$ cat src/rtl/hir_vec_add.sv
// ============================================================================
// Module   : hir_vec_add
// Purpose  : Streaming element-wise adder C[i] = A[i] + B[i], one element per
//            cycle, reading two 1-cycle-latency memories and writing a third.
//            Build option HIR_VEC_ADD_SIGNED_EN selects sign-extended operands.
// Revision : 1.0 - initial release
// ============================================================================
`default_nettype none

module hir_vec_add #(
    parameter int N      = 128,
    parameter int ADDR_W = 7,
    parameter int DATA_W = 32,
    parameter int OUT_W  = 64
) (
    input  logic              clk,
    input  logic              rst,
    input  logic              t3,
    output logic [ADDR_W-1:0] v_addr0,
    output logic              v_rd_en0,
    input  logic [DATA_W-1:0] v_rd_data0,
    output logic [ADDR_W-1:0] v_addr1,
    output logic              v_rd_en1,
    input  logic [DATA_W-1:0] v_rd_data1,
    output logic [ADDR_W-1:0] v_addr2,
    output logic              v_wr_en2,
    output logic [OUT_W-1:0]  v_wr_data2,
    output logic              done
);

    localparam logic [1:0] c_ST_IDLE  = 2'd0;
    localparam logic [1:0] c_ST_READ  = 2'd1;
    localparam logic [1:0] c_ST_DRAIN = 2'd2;

    localparam logic [ADDR_W-1:0] c_LAST = ADDR_W'(N - 1);

    logic [1:0]        r_state;
    logic              r_rd_en;
    logic [ADDR_W-1:0] r_rd_addr;
    logic              r_cap_vld;
    logic [ADDR_W-1:0] r_cap_addr;
    logic              r_wr_en;
    logic [ADDR_W-1:0] r_wr_addr;
    logic [OUT_W-1:0]  r_wr_data;
    logic              r_done;

    logic [OUT_W-1:0]  w_op_a;
    logic [OUT_W-1:0]  w_op_b;
    logic [OUT_W-1:0]  w_sum;

`ifdef HIR_VEC_ADD_SIGNED_EN
    assign w_op_a = {{(OUT_W-DATA_W){v_rd_data0[DATA_W-1]}}, v_rd_data0};
    assign w_op_b = {{(OUT_W-DATA_W){v_rd_data1[DATA_W-1]}}, v_rd_data1};
`else
    assign w_op_a = {{(OUT_W-DATA_W){1'b0}}, v_rd_data0};
    assign w_op_b = {{(OUT_W-DATA_W){1'b0}}, v_rd_data1};
`endif

    // OUT_W > DATA_W, so the sum never wraps in either build.
    assign w_sum = w_op_a + w_op_b;

    always_ff @(posedge clk) begin
        if (rst) begin
            r_state    <= c_ST_IDLE;
            r_rd_en    <= 1'b0;
            r_rd_addr  <= '0;
            r_cap_vld  <= 1'b0;
            r_cap_addr <= '0;
            r_wr_en    <= 1'b0;
            r_wr_addr  <= '0;
            r_wr_data  <= '0;
            r_done     <= 1'b0;
        end else begin
            r_done <= 1'b0;

            // Read data arrives the cycle after the request; sum it then.
            r_cap_vld <= r_rd_en;
            if (r_rd_en) begin
                r_cap_addr <= r_rd_addr;
            end

            r_wr_en <= r_cap_vld;
            if (r_cap_vld) begin
                r_wr_addr <= r_cap_addr;
                r_wr_data <= w_sum;
            end

            case (r_state)
                c_ST_IDLE: begin
                    if (t3) begin
                        r_state   <= c_ST_READ;
                        r_rd_en   <= 1'b1;
                        r_rd_addr <= '0;
                    end
                end
                c_ST_READ: begin
                    if (r_rd_addr == c_LAST) begin
                        r_rd_en <= 1'b0;
                        r_state <= c_ST_DRAIN;
                    end else begin
                        r_rd_addr <= r_rd_addr + ADDR_W'(1);
                    end
                end
                c_ST_DRAIN: begin
                    // Going idle here lets a start be taken in the done cycle.
                    if (r_wr_en && (r_wr_addr == c_LAST)) begin
                        r_done  <= 1'b1;
                        r_state <= c_ST_IDLE;
                    end
                end
                default: begin
                    r_state <= c_ST_IDLE;
                    r_rd_en <= 1'b0;
                end
            endcase
        end
    end

    assign v_addr0    = r_rd_addr;
    assign v_addr1    = r_rd_addr;
    assign v_rd_en0   = r_rd_en;
    assign v_rd_en1   = r_rd_en;
    assign v_addr2    = r_wr_addr;
    assign v_wr_en2   = r_wr_en;
    assign v_wr_data2 = r_wr_data;
    assign done       = r_done;

endmodule

`default_nettype wire

$ cat config.mk
export PLATFORM = sky130hd
export DESIGN_NAME = hir_vec_add
export DESIGN_NICKNAME = d
export VERILOG_FILES = /design/src/rtl/hir_vec_add.sv
export SDC_FILE = /design/constraint.sdc
export NUM_CORES = 1
export LEC_CHECK = 0
export ABC_AREA = 1
export CORE_ASPECT_RATIO = 1.75
export CORE_UTILIZATION = 59
export DETAILED_ROUTE_END_ITERATION = 10
export DONT_BUFFER_PORTS = 1
export PLACE_DENSITY = 0.75
export SYNTH_ARGS = -nofsm -noshare
export SYNTH_HDL_FRONTEND = slang
export SYNTH_SLANG_ARGS = --single-unit
$ cat constraint.sdc
create_clock -name clk -period 3.4 [get_ports clk]
set_input_delay 0.68 -clock clk [delete_from_list [all_inputs] [get_ports clk]]
set_output_delay 0.68 -clock clk [all_outputs]
set_load 0.005 [all_outputs]
==> impl_metrics.env <==
export IMPL_grt_first_pass_wirelength_um=20300
export IMPL_cts_htree_levels=3
export IMPL_worstPathArrival_ns=2.56
export IMPL_critical_path_depth=5
export IMPL_crit_path_end_kind="flop"
export IMPL_max_slew_worst_pin_slew_ns=0.852
export IMPL_die_y_um=123
export IMPL_cp_data_required_time_ns=3.64
export IMPL_rsz0062_at_grt="false"
export IMPL_cp_slowest_cell="clkinv_1"
export IMPL_die_area_um2=8770
export IMPL_synthArstFlopShare_pct=0
export IMPL_dp_final_hpwl_um=10200
export IMPL_grt_max_degree=48
export IMPL_clkTransAtPathRegs_ns=0.05
export IMPL_io_pins=156
export IMPL_cts_sinks=60
export IMPL_antenna_cells=0
export IMPL_coreArea_um2=8020
export IMPL_wirelength_um=12500
export IMPL_path_class="reg -> reg"
export IMPL_synth_seq_cells=60
export IMPL_crit_path_end="v_wr_data2[13]$_SDFFE_PP0P_"
export IMPL_crit_path_max_incr_delay_ns=0.74
export IMPL_ys_flop_type="dfxtp_1"
export IMPL_final_cell_mix="239 x nand2_1, 145 x inv_1, 117 x nor2_1"
export IMPL_vias=4746
export IMPL_crit_fanout=47
export IMPL_syn_inst=835
export IMPL_hold_viol_final=0
export IMPL_post_route_period_util_pct=68.2
export IMPL_crit_path_cell_trace="buf_4, clkinv_1, nor2_1, inv_1, o21ai_0"
export IMPL_final_nets=925
export IMPL_place_gp_congestion=0.901
export IMPL_wl_per_cell_um=13.6
export IMPL_startpoint_type="flop"
export IMPL_cap_violations=0
export IMPL_cpLargestDelayFamily="buffers and inverters"
export IMPL_fmaxAchievable_ghz=0.431
export IMPL_violations="design-rule violations"
export IMPL_clockBufferDepth=2
export IMPL_cts_made_buffers=9
export IMPL_die_w_um=71.2
export IMPL_status="finished with violations"
export IMPL_ys_types=36
export IMPL_leakage_nw=2.89
export IMPL_grtUsageTotal_pct=29.6
export IMPL_grt_overflow_total=0
export IMPL_ant_nets=0
export IMPL_maxSlewViolCount=0
export IMPL_fillers=816
export IMPL_cts_repair_resized=0
export IMPL_viasPerCell=5.16
export IMPL_clock_root_buffer="clkbuf_16"
export IMPL_r2r_slack_ns=1.08
export IMPL_ff2ff_path_depth=5
export IMPL_rr_startpoint="r_cap_vld$_SDFF_PP0_"
export IMPL_post_route_min_period_ns=2.32
export IMPL_drive_gt1_share_pct=4.22
export IMPL_tritoncts="built"
export IMPL_synth_enable_flop_cells=0
export IMPL_setup_ws_ns=1.08
export IMPL_drc=10
export IMPL_port_buffers=0
export IMPL_power_density_nw_per_um2=436
export IMPL_setup_tns_ns=0
export IMPL_timing_critical_path_buf_inv=3
export IMPL_slew_headroom_pct=43.1
export IMPL_hold_path_class="in -> reg"
export IMPL_antenna_found_initial=0
export IMPL_first_pass_iters=8
export IMPL_rows=43
export IMPL_pre_cts_ws_ns=1.04
export IMPL_cts_hold_buffers=0
export IMPL_drt_iter0_drc=206
export IMPL_grt_pass1_vias=4598
export IMPL_post_synth_instance_area_um2=4950
export IMPL_yosys_warnings=0
export IMPL_finalSetupViolations=0
export IMPL_clk_latency_ns=0.32
export IMPL_ys_seq_area_share_pct=24.3
export IMPL_startpoint="r_cap_vld$_SDFF_PP0_"
export IMPL_finClkSkew_ns=0.00739
export IMPL_syn_area_per_cell_um2=5.93
export IMPL_irDropWorstVdd_v=0.000267
export IMPL_syn2layout_area_growth_pct=2.83
export IMPL_cts_setup_buffers=0
export IMPL_start_util_pct=61.7
export IMPL_final_common_cell="nand2_1"
export IMPL_power_total_mw=2.22
export IMPL_r2r_end="v_wr_data2[13]$_SDFFE_PP0P_"
==> state kept, by name (all words and copies together), names as in the netlist <==
register	cells
v_wr_en2	1
r_state	2
r_cap_vld	1
v_rd_en0	1
r_cap_addr	7
done	1
v_wr_data2	33
v_addr0	7
v_addr2	7
==> routing by layer <==
layer | GRT usage [%] | up-vias | part of all wire, %
met5 | 0 | - | 0
met4 | 17.0 | 0 | 3.7
met3 | 4.81 | 35 | 4.6
met2 | 57.8 | 143 | 55
met1 | 28.7 | 2088 | 36
li1 | - | 2480 | -
==> cells in the mapped netlist (2+ instances only) <==
library cell / count / area (um2)
nor3_2: 2 / 20.0
o21bai_1: 2 / 15.0
o21ai_1: 3 / 15.0
dfxtp_1: 60 / 1200
nor2_2: 6 / 37.5
nor2_1: 117 / 439
xor2_1: 8 / 70.1
o21ai_0: 37 / 185
nand3_1: 51 / 255
xnor2_1: 8 / 70.1
nand3_2: 2 / 20.0
ha_1: 33 / 413
nor3_1: 8 / 40.0
inv_2: 2 / 7.51
buf_2: 2 / 10.0
nand2_1: 239 / 897
a21oi_1: 39 / 195
clkbuf_1: 8 / 30.0
buf_4: 40 / 300
inv_1: 145 / 544
nand4_1: 5 / 31.3
nand2_2: 4 / 25.0
==> cell type report <==
class                           instances  area [um2]  share of cell area [%]
Clock buffer                           12         246                    4.84
Clock inverter                          4        25.0                   0.492
Inverter                              148         556                    10.9
Multi-Input combinational cell        604        2940                    57.8
Sequential cell                        60        1200                    23.6
Tap cell                               90         113                    2.21
Timing Repair Buffer                    1        7.51                   0.148
==> kinds of logic after synthesis <==
family / after synthesis / share of synthesized area (%)
flops: 60 / 24.3
simple gates: 438 / 36.5
fa+ha+maj: 34 / 8.75
other cells: 1 / 0.0758
compound gates: 85 / 8.98
xor+xnor: 16 / 2.83
buf+inv: 201 / 18.6
==> how the worst min path moves through the flow <==
| stage | depth (start not counted) | endpoint | start |
|---|---|---|---|
| 2_1_floorplan | 2 | v_addr2[0]$_SDFFE_PP0P_ | r_cap_addr[0]$_SDFFE_PP0P_ |
| 3_3_place_gp | 2 | v_addr2[5]$_SDFFE_PP0P_ | r_cap_addr[5]$_SDFFE_PP0P_ |
| 3_5_place_dp | 2 | v_addr2[4]$_SDFFE_PP0P_ | r_cap_addr[4]$_SDFFE_PP0P_ |
| 4_1_cts | 1 | v_addr0[1]$_SDFFE_PP0P_ | rst |
| 5_1_grt | 1 | v_addr0[1]$_SDFFE_PP0P_ | rst |
| 6_report | 1 | v_addr0[1]$_SDFFE_PP0P_ | rst |
==> per-stage QoR <==
| step | hold slack [ns] | util [%] | area [um2] | instances |
|---|---|---|---|---|
| 2_1_floorplan | 0.449 | - | 5060 | 865 |
| 3_3_place_gp | 0.456 | 60.1 | 4820 | 903 |
| 3_5_place_dp | 0.468 | 60.1 | 4820 | 903 |
| 4_1_cts | 0.413 | 63.5 | 5090 | 919 |
| 5_1_grt | 0.414 | 63.5 | 5090 | 919 |
| 6_report | 0.430 | 63.5 | 5090 | 919 |
==> power by group <==
part           switching [mW]  leakage [nW]  internal (mW)
logic                   0.383          2.27          0.193
clock network           0.310         0.129          0.510
registers              0.0552         0.488          0.765
==> worst reg2reg max path, stage by stage (launching register included) <==
cell      delay [ns]
dfxtp_1         0.30
buf_4           0.44
clkinv_1        0.76
nor2_1          0.33
inv_1           0.19
o21ai_0         0.22
Power figures use the tool's default switching activity.
